--- src/rtl/pipe_pkg.sv ---
// Shared pipeline types: elastic-stage occupancy encoding and the default bubble encoding.
package pipe_pkg;

  typedef enum logic [1:0] {
    OccEmpty = 2'd0,
    OccOne   = 2'd1,
    OccFull  = 2'd2
  } occ_e;

  localparam logic [31:0] BubbleInstDefault = 32'hF0F0F0F0;

  function automatic logic occ_has_head(occ_e occ);
    return occ != OccEmpty;
  endfunction

endpackage

--- src/rtl/ifid_elastic_reg_stall_cnt.sv ---
// Saturating up-counter of cycles in which the stage held a valid head that decode refused.
module ifid_elastic_reg_stall_cnt #(
  parameter int unsigned Width = 16
) (
  input  logic             clk_i,
  input  logic             rst_ni,
  input  logic             stall_i,
  output logic [Width-1:0] cnt_o
);

  logic [Width-1:0] cnt_d, cnt_q;

  always_comb begin
    cnt_d = cnt_q;
    if (stall_i && (cnt_q != {Width{1'b1}})) begin
      cnt_d = cnt_q + 1'b1;
    end
  end

  always_ff @(posedge clk_i or negedge rst_ni) begin
    if (!rst_ni) begin
      cnt_q <= '0;
    end else begin
      cnt_q <= cnt_d;
    end
  end

  assign cnt_o = cnt_q;

endmodule

--- src/rtl/ifid_elastic_reg.sv ---
// IF/ID pipeline register as a 2-entry elastic buffer (head + skid) with a registered in_ready.
module ifid_elastic_reg
  import pipe_pkg::*;
#(
  parameter int unsigned          PC_SIZE     = 32,
  parameter int unsigned          INST_SIZE   = 32,
  parameter logic [INST_SIZE-1:0] BUBBLE_INST = INST_SIZE'(BubbleInstDefault)
) (
  input  logic                 clk,
  input  logic                 reset,
  input  logic                 flush,
  input  logic                 in_valid,
  output logic                 in_ready,
  input  logic [PC_SIZE-1:0]   IFID_PCplus4_in,
  input  logic [INST_SIZE-1:0] inst,
  input  logic                 out_ready,
  output logic                 out_valid,
  output logic [PC_SIZE-1:0]   IFID_PCplus4_out,
  output logic [INST_SIZE-1:0] inst_decode,
  output logic                 IFID_bubble_out,
  output logic [15:0]          stall_cnt
);

  occ_e                 occ_d, occ_q;
  logic                 in_ready_d, in_ready_q;
  logic [PC_SIZE-1:0]   head_pc_d, head_pc_q, skid_pc_d, skid_pc_q;
  logic [INST_SIZE-1:0] head_inst_d, head_inst_q, skid_inst_d, skid_inst_q;
  logic                 accept, consume;

  assign out_valid = occ_has_head(occ_q);
  assign accept    = in_valid & in_ready_q;
  assign consume   = out_valid & out_ready;

  always_comb begin
    occ_d       = occ_q;
    head_pc_d   = head_pc_q;
    head_inst_d = head_inst_q;
    skid_pc_d   = skid_pc_q;
    skid_inst_d = skid_inst_q;
    unique case (occ_q)
      OccEmpty: begin
        if (accept) begin
          occ_d       = OccOne;
          head_pc_d   = IFID_PCplus4_in;
          head_inst_d = inst;
        end
      end
      OccOne: begin
        if (accept && consume) begin
          head_pc_d   = IFID_PCplus4_in;
          head_inst_d = inst;
        end else if (accept) begin
          occ_d       = OccFull;
          skid_pc_d   = IFID_PCplus4_in;
          skid_inst_d = inst;
        end else if (consume) begin
          occ_d = OccEmpty;
        end
      end
      OccFull: begin
        // in_ready is low here, so only a consume can move the skid entry forward.
        if (consume) begin
          occ_d       = OccOne;
          head_pc_d   = skid_pc_q;
          head_inst_d = skid_inst_q;
        end
      end
      default: occ_d = OccEmpty;
    endcase
    if (flush) begin
      occ_d = OccEmpty;
    end
    // Ready is a pure function of the next occupancy: no path from out_ready to in_ready.
    in_ready_d = (occ_d != OccFull);
  end

  always_ff @(posedge clk or negedge reset) begin
    if (!reset) begin
      occ_q       <= OccEmpty;
      in_ready_q  <= 1'b0;
      head_pc_q   <= '0;
      head_inst_q <= BUBBLE_INST;
      skid_pc_q   <= '0;
      skid_inst_q <= BUBBLE_INST;
    end else begin
      occ_q       <= occ_d;
      in_ready_q  <= in_ready_d;
      head_pc_q   <= head_pc_d;
      head_inst_q <= head_inst_d;
      skid_pc_q   <= skid_pc_d;
      skid_inst_q <= skid_inst_d;
    end
  end

  assign in_ready         = in_ready_q;
  assign IFID_bubble_out  = ~out_valid;
  assign inst_decode      = out_valid ? head_inst_q : BUBBLE_INST;
  assign IFID_PCplus4_out = out_valid ? head_pc_q : '0;

  ifid_elastic_reg_stall_cnt #(
    .Width (16)
  ) u_stall_cnt (
    .clk_i   (clk),
    .rst_ni  (reset),
    .stall_i (out_valid & ~out_ready),
    .cnt_o   (stall_cnt)
  );

endmodule

--- config.mk ---
export PLATFORM = sky130hd
export DESIGN_NAME = ifid_elastic_reg
export DESIGN_NICKNAME = d
export VERILOG_FILES = /design/src/rtl/pipe_pkg.sv /design/src/rtl/ifid_elastic_reg_stall_cnt.sv /design/src/rtl/ifid_elastic_reg.sv
export SDC_FILE = /design/constraint.sdc
export NUM_CORES = 1
export LEC_CHECK = 0
export CORE_UTILIZATION = 36
export DETAILED_ROUTE_END_ITERATION = 16
export HOLD_SLACK_MARGIN = 0.06
export MAX_ROUTING_LAYER = met4
export PLACE_DENSITY = 0.72
export SKIP_LAST_GASP = 1
export SLEW_MARGIN = 20
export SYNTH_ARGS = -nofsm -noshare
export SYNTH_HDL_FRONTEND = slang
export SYNTH_HIERARCHICAL = 1
export SYNTH_SLANG_ARGS = --single-unit
export TNS_END_PERCENT = 10
--- constraint.sdc ---
create_clock -name clk -period 4.6 [get_ports clk]
set_input_delay 0.92 -clock clk [delete_from_list [all_inputs] [get_ports clk]]
set_output_delay 0.92 -clock clk [all_outputs]
set_load 0.05 [all_outputs]
==> run_summary.xml, run 1 <==
<?xml version="1.0" encoding="UTF-8"?>
<metrics>
  <group name="logic_synthesis">
    <metric name="postSynthCellCount" unit="">522</metric>
    <metric name="postSynthAreaPerCell" unit="sq um">13.4</metric>
    <metric name="synth_fp_nets" unit="">592</metric>
    <metric name="ys.warnings.count" unit="">6</metric>
    <metric name="synth_cell_type_count" unit="">45</metric>
    <metric name="synth.top_cells.by_area" unit="">dfrtp_1 (41%), mux2_4 (13%), dfstp_2 (12%)</metric>
    <metric name="synthesis.area" unit="sq um">7000</metric>
    <metric name="post-synth-top-area-fraction" unit="%">41.1</metric>
    <metric name="yosys.area.top_type" unit="">dfrtp_1</metric>
    <metric name="share_of_synthesized_area_occupied_by_flip_flops_and_latches" unit="%">53.1</metric>
    <metric name="postSynthRegisterBits" unit="">147</metric>
  </group>
  <group name="worst_setup_path">
    <metric name="critical_path.slowest_cell" unit="">clkdlybuf4s50_1</metric>
    <metric name="worst_ep_arrival_time" unit="ns">2.53</metric>
    <metric name="cp-start-kind" unit="">flop</metric>
    <metric name="cp_data_required_time" unit="ns">3.68</metric>
    <metric name="cp_num_buf_inv" unit="">1</metric>
    <metric name="worst_setup_path_end_kind" unit="">primary output</metric>
    <metric name="crit_path_max_fanout" unit="">66</metric>
    <metric name="cp_slowest_stage_delay" unit="ns">0.80</metric>
    <metric name="timing.critical_path.cells" unit="">or2_4 -&gt; and2_1 -&gt; clkdlybuf4s50_1</metric>
    <metric name="critPathKind" unit="">flop to primary output</metric>
    <metric name="critPathTopFamily" unit="">simple AND/OR/NAND/NOR gates</metric>
  </group>
  <group name="timing">
    <metric name="timing.fmax" unit="MHz">290</metric>
    <metric name="max-slew-margin-rel" unit="%">39.6</metric>
    <metric name="holdWs" unit="ns">0.482</metric>
    <metric name="rsz_0062_raised_after_global_routing" unit="">no</metric>
    <metric name="period_minus_slack" unit="ns">3.45</metric>
    <metric name="period_share" unit="%">75.0</metric>
    <metric name="timing_max_transition_violations_final" unit="">0</metric>
    <metric name="final_skew" unit="ns">0.00625</metric>
    <metric name="setup_violations" unit="">0</metric>
    <metric name="finalHoldViolations" unit="">0</metric>
    <metric name="worst_margin_pin_slew" unit="ns">0.906</metric>
    <metric name="fin_tns_setup" unit="ns">0</metric>
  </group>
  <group name="cells_and_area">
    <metric name="design.final.nets" unit="">728</metric>
    <metric name="antennaDiodeCount" unit="">0</metric>
    <metric name="sequential_cell_area" unit="sq um">3720</metric>
    <metric name="layout-drive-gt1-share" unit="%">22.7</metric>
    <metric name="design_area" unit="sq um">9350</metric>
    <metric name="filler_cell_count" unit="">1656</metric>
    <metric name="syn_to_final_growth" unit="%">33.5</metric>
    <metric name="final_core_utilization" unit="%">49.5</metric>
    <metric name="multi_input_area" unit="sq um">3080</metric>
  </group>
  <group name="floorplanning">
    <metric name="fp.dieH" unit="um">141</metric>
    <metric name="placeable_core_region" unit="sq um">18900</metric>
    <metric name="rows" unit="">50</metric>
    <metric name="dieArea" unit="sq um">20000</metric>
    <metric name="io_pins" unit="">152</metric>
    <metric name="floorplan.initialDensity" unit="%">37.0</metric>
    <metric name="die_x" unit="um">141</metric>
  </group>
  <group name="placement">
    <metric name="port_buffers" unit="">151</metric>
    <metric name="dpl.hpwl" unit="um">10300</metric>
    <metric name="dpl_cell_area" unit="sq um">8720</metric>
    <metric name="gp_routability_congestion" unit="">0.832</metric>
  </group>
  <group name="detailed_routing">
    <metric name="antenna_violating_nets_post_route" unit="">0</metric>
    <metric name="post-route-drc-count" unit="">0</metric>
    <metric name="post_drt_via_cell_ratio" unit="">5.30</metric>
    <metric name="drtIter0Drc" unit="">240</metric>
    <metric name="wl" unit="um">17300</metric>
    <metric name="firstDrtPassIters" unit="">4</metric>
    <metric name="via_count" unit="">4934</metric>
    <metric name="routed_wire_length_per_instance" unit="um">18.5</metric>
  </group>
  <group name="clocking">
    <metric name="htreeDepth" unit="">4</metric>
    <metric name="numClockSinks" unit="">147</metric>
    <metric name="hold_buffers" unit="">0</metric>
    <metric name="clkSlewWorstSetupHoldPaths" unit="ns">0.06</metric>
    <metric name="cts_tree" unit="">done</metric>
    <metric name="cts_resized" unit="">0</metric>
    <metric name="cts.path.max_buffers" unit="">2</metric>
    <metric name="numCtsBuffers" unit="">17</metric>
    <metric name="post-cts-setup-buffer-count" unit="">0</metric>
    <metric name="clk-insertion-delay-late" unit="ns">0.41</metric>
    <metric name="root_buffer" unit="">clkbuf_16</metric>
  </group>
  <group name="min_path">
    <metric name="path_category_of_the_worst_min_delay_check" unit="">flop to flop</metric>
  </group>
  <group name="status">
    <metric name="outcome" unit="">complete, no violations</metric>
  </group>
  <group name="global_routing">
    <metric name="grt_first_pass_wirelength" unit="um">28000</metric>
    <metric name="overflow" unit="">0</metric>
    <metric name="gr-usage-all-layers" unit="%">18.5</metric>
    <metric name="grt_start_max_net_pins" unit="">82</metric>
    <metric name="grt_antenna_before_repair" unit="">0</metric>
    <metric name="vias_in_the_first_global_route" unit="">5257</metric>
  </group>
  <group name="pwr">
    <metric name="seq_power_share" unit="%">41.1</metric>
    <metric name="internal-power" unit="mW">3.09</metric>
    <metric name="vdd.ir_drop.worst" unit="mV">0.414</metric>
    <metric name="power.share.switching" unit="%">29.6</metric>
    <metric name="switching_power" unit="mW">1.30</metric>
    <metric name="finalPower" unit="mW">4.39</metric>
    <metric name="power.share.clock" unit="%">33.5</metric>
    <metric name="power.share.combinational" unit="%">25.4</metric>
    <metric name="power_density_over_cell_area" unit="nW/um^2">470</metric>
    <metric name="power.leakage" unit="nW">3.82</metric>
  </group>
  <group name="job">
    <metric name="drv.max_cap_violation_count" unit="">0</metric>
  </group>
</metrics>
-- Yosys cell counts, drive strengths merged --
cell type and n:
dfrtp 115, o21a 67, mux2 66, o32a 64, and2 48, dfstp 32
clkbuf 31, nand2b 18, buf 11, nand4 10, nand3 9, nor2 7
xnor2 5, and3 4, a21oi 3, inv 3, nand2 3, o21ai 3
a31oi 2, a41oi 2, and4 2, nand3b 2, nor4 2, xor2 2
a211o 1, a211oi 1, a32oi 1, ha 1, nand4b 1, nor2b 1
nor3 1, nor4b 1, o31ai 1, or2 1, or3b 1
-- flip-flops by register name, summed over array words and instances (netlist names) --
signal,flops
head_inst_q,32
head_pc_q,32
skid_inst_q,32
skid_pc_q,32
u_stall_cnt/cnt_o,16
occ_q,2
in_ready,1
-- routing by layer --
layer / share of wire [%] / GRT usage [%] / vias to the layer above / wire (um)
met5: 0 / - / - / 0
met4: 0.99 / 5.60 / 0 / 170
met3: 4.2 / 3.34 / 13 / 719
met2: 48 / 29.7 / 138 / 8300
met1: 47 / 23.8 / 2559 / 8070
li1: - / - / 2224 / -
-- cells in the final DEF (no fill, tap or decap), types with 2 or more instances in the layout --
master,instances
and2_1,48
nand3_4,2
clkbuf_16,17
inv_6,2
clkdlybuf4s50_1,150
dfstp_2,32
o21a_1,67
nand3_2,2
o21ai_0,2
mux2_4,62
a21oi_1,3
clkinv_2,4
mux2_2,4
inv_1,3
a31oi_1,2
buf_4,7
nand2_1,3
xnor2_1,5
nand3_1,5
a41oi_1,2
xor2_1,2
nor2_1,7
o32a_1,64
and3_1,3
nand4_1,9
nand2b_1,18
and4_1,2
clkinvlp_4,2
bufinv_16,4
dfrtp_1,115
-- per-stage QoR --
step                      setup WS [ns]  cells
after floorplan                    1.72    522
after global placement             1.33    899
after detailed placement           1.25    899
after CTS                         0.779    931
after global routing               1.05    931
final                              1.15    931
-- final timing paths --
check	from	end	slack [ns]	cells after the start
worst max-delay path	occ_q[1]	IFID_PCplus4_out[3]	1.15	3
worst min-delay path	head_pc_q[8]	head_pc_q[8]	0.48	1
worst max register to register	occ_q[1]	u_stall_cnt/cnt_o[14]	1.92	7
worst min register to register	head_pc_q[8]	head_pc_q[8]	0.48	1
max in group asynchronous	reset	skid_inst_q[31]	3.18	2
min in group asynchronous	reset	u_stall_cnt/cnt_o[6]	0.49	1
-- power by group through the flow --
stage | Clock [mW] | Sequential (mW) | Combinational [mW]
floorplan | 0 | 1.83 | 0.720
global placement | 0 | 1.80 | 1.09
detailed placement | 0 | 1.81 | 1.12
CTS | 1.51 | 1.80 | 1.13
global route | 1.56 | 1.84 | 1.18
finish | 1.47 | 1.80 | 1.12
-- cells by family (layout without fill, tap and decap cells) --
logic type / after synthesis / count (layout) / share of synthesized area, %
buffers and inverters: 45 / 194 / 3.18
xor gates and xnor gates: 7 / 7 / 0.876
adders and majority gates: 1 / 1 / 0.179
and+or+nand+nor: 111 / 111 / 10.8
muxes: 66 / 66 / 13.9
DFF: 147 / 147 / 53.1
AOI/OAI and AO/OA: 145 / 145 / 17.9
-- layout make-up --
type | count | area share (%)
inverter | 3 | 0.120
multi-input combinational | 330 | 33.0
sequential | 147 | 39.8
timing repair buffer | 159 | 17.0
clock buffer | 19 | 4.74
clock inverter | 13 | 1.94
tap | 260 | 3.48
(Power assumes the default switching activity.)
==> run 2: changes to the inputs <==
==> constraint.sdc (replaced) <==
create_clock -name clk -period 3.6 [get_ports clk]
set_input_delay 0.72 -clock clk [delete_from_list [all_inputs] [get_ports clk]]
set_output_delay 0.72 -clock clk [all_outputs]
set_load 0.05 [all_outputs]
==> run 2 against run 1 <==
  * Total power is 24% higher
  * Setup slack got worse by 0.81 ns
  * Via count up 1.1%
  * Routed wire length decreased by 1.8%
  * First-iteration DRC count shrank 16%
  * Sequential power is 28% higher
  * Critical path depth did not move
  * Final cell count increased by 0.11%
  * Critical path type unchanged
==> run_summary.xml, run 2 (same netlist as run 1, synthesis figures left out) <==
<?xml version="1.0" encoding="UTF-8"?>
<metrics>
  <group name="timing">
    <metric name="rsz_0062_raised_after_global_routing" unit="">no</metric>
    <metric name="period_share" unit="%">90.6</metric>
    <metric name="setup_ws" unit="ns">0.339</metric>
    <metric name="max-slew-margin-rel" unit="%">45.2</metric>
    <metric name="finalHoldViolations" unit="">0</metric>
    <metric name="period_minus_slack" unit="ns">3.26</metric>
    <metric name="holdWs" unit="ns">0.380</metric>
    <metric name="timing_max_transition_violations_final" unit="">0</metric>
    <metric name="fin_tns_setup" unit="ns">0</metric>
    <metric name="worst_margin_pin_slew" unit="ns">0.822</metric>
    <metric name="setup_violations" unit="">0</metric>
    <metric name="timing.fmax" unit="MHz">307</metric>
    <metric name="final_skew" unit="ns">0.00740</metric>
  </group>
  <group name="floorplanning">
    <metric name="placeable_core_region" unit="sq um">18900</metric>
    <metric name="io_pins" unit="">152</metric>
    <metric name="floorplan.initialDensity" unit="%">37.0</metric>
    <metric name="fp.dieH" unit="um">141</metric>
    <metric name="dieArea" unit="sq um">20000</metric>
    <metric name="rows" unit="">50</metric>
    <metric name="die_x" unit="um">141</metric>
  </group>
  <group name="cells_and_area">
    <metric name="fin_cells" unit="">932</metric>
    <metric name="sequential_cell_area" unit="sq um">3720</metric>
    <metric name="filler_cell_count" unit="">1643</metric>
    <metric name="layout_commonest_cell" unit="">clkdlybuf4s50_1</metric>
    <metric name="layout.cells.most_common_list" unit="">clkdlybuf4s50_1 (150), dfrtp_1 (115), o21a_1 (67)</metric>
    <metric name="design.final.nets" unit="">730</metric>
    <metric name="final_core_utilization" unit="%">49.3</metric>
    <metric name="design_area" unit="sq um">9320</metric>
    <metric name="layout-drive-gt1-share" unit="%">22.0</metric>
    <metric name="syn_to_final_growth" unit="%">33.1</metric>
    <metric name="multi_input_area" unit="sq um">3080</metric>
    <metric name="antennaDiodeCount" unit="">0</metric>
  </group>
  <group name="worst_setup_path">
    <metric name="cp_data_required_time" unit="ns">2.88</metric>
    <metric name="r2r_end" unit="">u_stall_cnt/cnt_o[14]</metric>
    <metric name="timing.reg2reg.worst_path_depth" unit="">7</metric>
    <metric name="worst_ep_arrival_time" unit="ns">2.54</metric>
    <metric name="regToRegSetupSlack" unit="ns">0.94</metric>
    <metric name="cp-start-kind" unit="">flop</metric>
    <metric name="worst_setup_path_end_kind" unit="">primary output</metric>
    <metric name="critPathKind" unit="">flop to primary output</metric>
    <metric name="r2r-start" unit="">occ_q[1]</metric>
    <metric name="crit_path_max_fanout" unit="">66</metric>
  </group>
  <group name="clocking">
    <metric name="numClockSinks" unit="">147</metric>
    <metric name="clkSlewWorstSetupHoldPaths" unit="ns">0.06</metric>
    <metric name="htreeDepth" unit="">4</metric>
    <metric name="clk-insertion-delay-late" unit="ns">0.40</metric>
    <metric name="root_buffer" unit="">clkbuf_16</metric>
    <metric name="cts.path.max_buffers" unit="">2</metric>
    <metric name="cts_tree" unit="">done</metric>
    <metric name="numCtsBuffers" unit="">17</metric>
  </group>
  <group name="job">
    <metric name="drv.max_cap_violation_count" unit="">0</metric>
  </group>
  <group name="global_routing">
    <metric name="overflow" unit="">0</metric>
    <metric name="grt_start_max_net_pins" unit="">84</metric>
    <metric name="vias_in_the_first_global_route" unit="">5442</metric>
    <metric name="grt_antenna_before_repair" unit="">0</metric>
    <metric name="grt_first_pass_wirelength" unit="um">28400</metric>
    <metric name="gr-usage-all-layers" unit="%">18.5</metric>
  </group>
  <group name="detailed_routing">
    <metric name="firstDrtPassIters" unit="">4</metric>
    <metric name="routed_wire_length_per_instance" unit="um">18.2</metric>
    <metric name="via_count" unit="">4988</metric>
    <metric name="antenna_violating_nets_post_route" unit="">0</metric>
    <metric name="post_drt_via_cell_ratio" unit="">5.35</metric>
    <metric name="drtIter0Drc" unit="">202</metric>
    <metric name="post-route-drc-count" unit="">0</metric>
    <metric name="wl" unit="um">17000</metric>
  </group>
  <group name="placement">
    <metric name="port_buffers" unit="">151</metric>
    <metric name="gp_routability_congestion" unit="">0.836</metric>
    <metric name="dpl.hpwl" unit="um">10600</metric>
    <metric name="post-place-cells" unit="">901</metric>
    <metric name="dpl_cell_area" unit="sq um">8760</metric>
    <metric name="pre_cts_slack" unit="ns">0.424</metric>
  </group>
  <group name="status">
    <metric name="outcome" unit="">complete, no violations</metric>
  </group>
  <group name="pwr">
    <metric name="power_density_over_cell_area" unit="nW/um^2">583</metric>
    <metric name="power.leakage" unit="nW">3.81</metric>
    <metric name="finalPower" unit="mW">5.43</metric>
    <metric name="vdd.ir_drop.worst" unit="mV">0.387</metric>
  </group>
  <group name="min_path">
    <metric name="path_category_of_the_worst_min_delay_check" unit="">input pin to async pin</metric>
  </group>
</metrics>
==> run 2: metal layers <==
metal | global-route usage [%] | routed length [um] | vias up
met2 | 30.1 | 8200 | 140
met1 | 23.7 | 7800 | 2592
met3 | 3.44 | 749 | 17
met5 | - | 0 | -
li1 | - | - | 2239
met4 | 5.55 | 208 | 0
==> run 2: worst max path at each step <==
stage / start / to / slack (ns) / cells after the start
final: occ_q[1] / IFID_PCplus4_out[9] / 0.34 / 3
after detailed placement: occ_q[1] / IFID_PCplus4_out[29] / 0.42 / 3
after floorplan: occ_q[1] / u_stall_cnt/cnt_o[15] / 0.72 / 8
after global placement: occ_q[1] / inst_decode[0] / 0.54 / 3
after CTS: occ_q[1] / inst_decode[0] / 0.32 / 3
after global routing: occ_q[1] / IFID_PCplus4_out[30] / 0.20 / 3
==> run 2: worst max-delay path, cell delays in order (launching register included) <==
cell	delay (ns)
dfrtp_1	0.45
or2_4	0.58
and2_1	0.25
clkdlybuf4s50_1	0.80
==> run 2: repair_timing <==
action                     in CTS  in global routing
buffers inserted                0                  0
setup endpoints to repair      35                  0
gates resized for setup         1                  0
hold buffers                    0                  0
==> run 2: cell type report <==
type                            instances  share of cell area (%)
Multi-Input combinational cell        330                    33.1
Clock buffer                           25                    5.10
Inverter                                3                   0.121
Timing Repair Buffer                  161                    17.4
Sequential cell                       147                    39.9
Tap cell                              260                    3.49
Clock inverter                          6                   0.860
==> run 2: where the power goes <==
part	leakage [nW]	internal, mW	total, mW	switching, mW
registers	1.70	2.06	2.30	0.243
clock network	0.275	1.05	1.70	0.650
logic	1.84	0.714	1.43	0.715
